<file path="src/rtl/ucq_push_arbiter.sv">
// Round-robin arbiter sharing the uc_queue push port among NUM_REQ producers,
// using a credit counter to avoid overflow. Optional literal dedup: UCQ_DEDUP_EN.
`ifndef UC_LENGTH
`define UC_LENGTH 64
`endif

module ucq_push_arbiter #(
  parameter int NUM_REQ     = 4,
  parameter int LIT_W       = $clog2(`UC_LENGTH) + 1,
  parameter int QUEUE_DEPTH = 4,
  localparam int CW = $clog2(QUEUE_DEPTH) + 1,
  localparam int PW = (NUM_REQ > 1) ? $clog2(NUM_REQ) : 1
) (
  input  logic                     clk,
  input  logic                     rst,
  input  logic [NUM_REQ-1:0]       req_valid,
  input  logic [NUM_REQ*LIT_W-1:0] req_lit,
  output logic [NUM_REQ-1:0]       req_ready,
  input  logic                     ucq_full,
  input  logic                     ucq_empty,
  input  logic                     ucq_pop,
  output logic                     ucq_push,
  output logic [LIT_W-1:0]         ucq_data,
  output logic [CW-1:0]            credits
);

  logic [PW-1:0]    ptr_q, ptr_d;
  logic [CW-1:0]    cred_q, cred_d;
  logic             push_q, push_d;
  logic [LIT_W-1:0] data_q, data_d;

  logic             gnt_any;
  logic [PW-1:0]    gnt_idx;
  logic [LIT_W-1:0] gnt_lit;
  logic             do_push;
  logic             inc;
  int               idx;

  // Cyclic first-valid search starting at the round-robin pointer.
  always_comb begin
    gnt_any = 1'b0;
    gnt_idx = '0;
    idx     = 0;
    if (rst && cred_q != '0) begin
      for (int k = 0; k < NUM_REQ; k++) begin
        idx = (int'(ptr_q) + k) % NUM_REQ;
        if (!gnt_any && req_valid[PW'(idx)]) begin
          gnt_any = 1'b1;
          gnt_idx = PW'(idx);
        end
      end
    end
  end

  assign req_ready = gnt_any ? (NUM_REQ'(1) << gnt_idx) : '0;
  assign gnt_lit   = req_lit[gnt_idx*LIT_W +: LIT_W];
  assign inc       = ucq_pop & ~ucq_empty;

`ifdef UCQ_DEDUP_EN
  logic [LIT_W-1:0] last_lit_q, last_lit_d;
  logic             last_vld_q, last_vld_d;

  // A repeat of the last pushed literal is acked but never enters the queue.
  assign do_push = gnt_any && !(last_vld_q && gnt_lit == last_lit_q);

  always_comb begin
    last_lit_d = last_lit_q;
    last_vld_d = last_vld_q;
    if (do_push) begin
      last_lit_d = gnt_lit;
      last_vld_d = 1'b1;
    end else if (ucq_empty && !push_q) begin
      last_vld_d = 1'b0;
    end
  end

  always_ff @(posedge clk) begin
    if (!rst) begin
      last_lit_q <= '0;
      last_vld_q <= 1'b0;
    end else begin
      last_lit_q <= last_lit_d;
      last_vld_q <= last_vld_d;
    end
  end
`else
  assign do_push = gnt_any;
`endif

  always_comb begin
    ptr_d  = ptr_q;
    cred_d = cred_q;
    push_d = do_push;
    data_d = data_q;
    if (gnt_any)
      ptr_d = (gnt_idx == PW'(NUM_REQ - 1)) ? '0 : gnt_idx + PW'(1);
    if (do_push)
      data_d = gnt_lit;
    if (do_push && !inc)
      cred_d = cred_q - CW'(1);
    else if (!do_push && inc)
      cred_d = cred_q + CW'(1);
  end

  always_ff @(posedge clk) begin
    if (!rst) begin
      ptr_q  <= '0;
      cred_q <= CW'(QUEUE_DEPTH);
      push_q <= 1'b0;
      data_q <= '0;
    end else begin
      ptr_q  <= ptr_d;
      cred_q <= cred_d;
      push_q <= push_d;
      data_q <= data_d;
    end
  end

  assign ucq_push = push_q;
  assign ucq_data = data_q;
  assign credits  = cred_q;

`ifndef SYNTHESIS
  always_ff @(posedge clk) begin
    if (rst) begin
      assert (!(ucq_push && ucq_full)) else $error("push into full uc_queue");
      assert (cred_q <= CW'(QUEUE_DEPTH)) else $error("credits above queue depth");
      assert (!(do_push && !inc && cred_q == '0)) else $error("credit underflow");
      assert (!(inc && !do_push && cred_q == CW'(QUEUE_DEPTH))) else $error("credit overflow");
    end
  end
`endif

endmodule
</file>
<file path="config.mk">
export PLATFORM = sky130hd
export DESIGN_NAME = ucq_push_arbiter
export DESIGN_NICKNAME = d
export VERILOG_FILES = /design/src/rtl/ucq_push_arbiter.sv
export SDC_FILE = /design/constraint.sdc
export NUM_CORES = 1
export LEC_CHECK = 0
export CAP_MARGIN = 30
export CORE_UTILIZATION = 42
export CTS_BUF_LIST = sky130_fd_sc_hd__clkbuf_2
export DETAILED_ROUTE_END_ITERATION = 12
export GPL_TIMING_DRIVEN = 1
export PLACE_DENSITY = 0.94
export SLEW_MARGIN = 20
export SYNTH_ARGS = -nofsm -noshare
export SYNTH_HDL_FRONTEND = slang
export SYNTH_SLANG_ARGS = --single-unit
</file>
<file path="constraint.sdc">
create_clock -name clk -period 2.44 [get_ports clk]
set_input_delay 0.366 -clock clk [delete_from_list [all_inputs] [get_ports clk]]
set_output_delay 0.366 -clock clk [all_outputs]
set_load 0.05 [all_outputs]
</file>
==> impl_metrics.toml <==
[status]
status = "completed"

[critical_path]
crit_chain = "clkdlybuf4s50_1 > a21oi_1 > o21a_1 > o22ai_2 > nor2_2 > inv_1 > ha_1 > and2_1 > buf_12"
start_kind = "input pin"
r2r_end = "credits[2]"
endpoint_kind = "output port"
required_ns = 2.07
crit_type = "in2out"
r2r_cells = 9
r2r_start = "credits[1]"
slowest_stage = "clkdlybuf4s50_1"
r2r_setup_slack_ns = 0.48
cpPeakStageDelay_ns = 0.53
cp_max_fo = 4
crit_arrival_ns = 1.98

[synthesis]
synth_area_leader_cell = "dfxtp_1"
yosysWarningCount = 0
ys_ff_latch = 13
synth_edf_count = 0
synth_seq_area_share_pct = 23.8
async_flop_share_pct = 0
synth_cells = 118
mappedNetlistArea_um2 = 1090
synth_fa_ha_area_share_pct = 7.56
synth_compound_area_share_pct = 29.4
synth_top_family_by_area = "compound AO/OA/AOI/OAI gates"
ys_types = 43
synth_top_cell_area_share_pct = 23.8
synth_xor_area_share_pct = 1.60
synthTopCellsByArea = "dfxtp_1, mux2i_1, ha_1, o211ai_2, a211o_1"
avgSynthCellArea_um2 = 9.26
synthMuxAreaShare_pct = 6.41
yosys.area_share.simple_pct = 24.6
synth_nets = 161
synthFlopType = "dfxtp_1"

[worst_hold_path]
worst_hold_startpoint = "ucq_data[3]"
min_path_type = "reg2reg"
whs_endpoint = "ucq_data[3]"
hold_depth = 2

[floorplanning]
die-area_um2 = 2810
fp-row-count = 18
boundaryPins = 52
dieHeight_um = 53.0
start_util_pct = 44.1
coreArea_um2 = 2480
dieWidth_um = 53.0

[global_routing]
grt_pass1_vias = 1147
antenna_found_initial = 0
grt_max_degree = 15
grt_pass1_wl_um = 4970
globalRouteTotalUtil_pct = 24.0
overflow = 0

[timing]
setup_tns_ns = 0
rsz0062_at_grt = "no"
clock_skew_ns = 0.00462
slew_viol_final = 0
timing.fmax_mhz = 427
finalHoldViolCount = 0
setup_ws_ns = 0.0984
slew_headroom_pct = 66.3
fin_crit_sh_pct = 96.0
setup_viol = 0
whs_ns = 0.519
period_minus_slack_ns = 2.34
tightest_slew_ns = 0.504

[placement]
gp_congestion = 0.769
pre_cts_slack_ns = -0.0388
place_inst = 205
portBuffers = 50
place_area_um2 = 1720
place_hpwl_um = 2550

[detailed_routing]
via_count = 1152
drt-total-wl_um = 3060
drt-vias-per-instance = 5.49
drc = 0
ant_nets = 0
detail_route.wl_per_cell_um = 14.6
drtIter0Drc = 30
dr.pass1.iters = 4

[cells_and_area]
seq_area_um2 = 260
multi_input_area_um2 = 771
fillers = 182
final_common_cell = "clkdlybuf4s50_1"
layout-drive-gt1-share_pct = 26.1
design_area_um2 = 1760
fin_nets = 224
syn_to_final_growth_pct = 61.2
final_cell_mix = "clkdlybuf4s50_1, dfxtp_1, buf_4"
final_cells = 210
insertedDiodeCount = 0

[clock_tree]
clockRootBuffer = "clkbuf_2"
cts_buffer_depth = 2
hold_buffers = 0
insertion_delay_ns = 0.28
clkSlewWorstSetupHoldPaths_ns = 0.12
cts_made_buffers = 3
cts_tree = "yes"
h-tree-depth = 1
cts.sinks = 13

[power]
power.density_nw_per_um2 = 704
peakVddDrop_mv = 0.577
p_leak_uw = 0.000740

[run]
cap_violations = 0
==> synth_stat cells (2+ instances only) <==
master / n
o211ai_2: 5
a21oi_2: 2
nand3_1: 7
a21o_4: 2
o21ai_0: 2
a211o_1: 5
mux2i_1: 7
nor3b_2: 2
o31ai_1: 5
and2_1: 6
nand2b_1: 2
dfxtp_1: 13
buf_6: 2
a211oi_2: 2
ha_1: 5
a21oi_1: 3
nand2_1: 9
nand4_1: 5
a31oi_1: 2
inv_1: 7
nor2_1: 3
==> report_power, final <==
part           switching (uW)  internal (uW)  leakage (uW)
Sequential               57.2            271      0.000108
Clock                    72.5           43.4     0.0000166
Combinational             451            344      0.000615
==> flip-flops by register name, summed over array words and instances, names as in the netlist <==
name      cells
ucq_data      7
credits       3
ptr_q         2
ucq_push      1
==> worst max-delay path: cells and delay by family <==
family                     cells  cell delay, ns
AOI/OAI and AO/OA              3            0.45
adders and majority gates      1            0.14
buffers and inverters          3            0.78
and+or+nand+nor                2            0.25
==> layer usage <==
layer | global-route usage [%] | wire, um
met1 | 27.4 | 1180
met3 | 6.03 | 175
met4 | 5.26 | 11
met2 | 44.3 | 1690
met5 | 0 | 0
==> cell families after synthesis <==
logic type,count (synthesis)
mux,7
simple gates,43
buf+inv,13
fa+ha+maj,6
flops,13
xor+xnor,2
compound gates,34
==> worst max-delay path by stage <==
stage | startpoint | to | slack (ns) | cells past startpoint
6_report | req_valid[1] | req_ready[1] | 0.1 | 9
5_1_grt | req_valid[1] | req_ready[1] | 0.02 | 9
4_1_cts | req_valid[2] | req_ready[3] | 0.003 | 8
3_5_place_dp | req_valid[0] | credits[1] | -0.04 | 9
3_3_place_gp | req_valid[0] | credits[2] | 0.02 | 10
2_1_floorplan | credits[1] | credits[2] | 0.03 | 9
==> final cells by class <==
cell class                      instances  area share, %
Clock buffer                            4           1.14
Inverter                                8           1.85
Multi-Input combinational cell         92           43.8
Sequential cell                        13           14.8
Tap cell                               30           2.13
Timing Repair Buffer                   63           36.3
==> timing repair <==
item / CTS / global route
gates resized for setup: 1 / 5
pin swaps: 0 / 2
endpoints found under the setup margin: 4 / 4
buffers inserted: 0 / 1
==> stage by stage <==
step	power [uW]	utilization, %
after floorplan	834	-
after global placement	1080	69.5
after detailed placement	1110	69.5
after CTS	1230	70.3
after global routing	1310	71.1
final	1240	71.1
(Power assumes the default switching activity.)
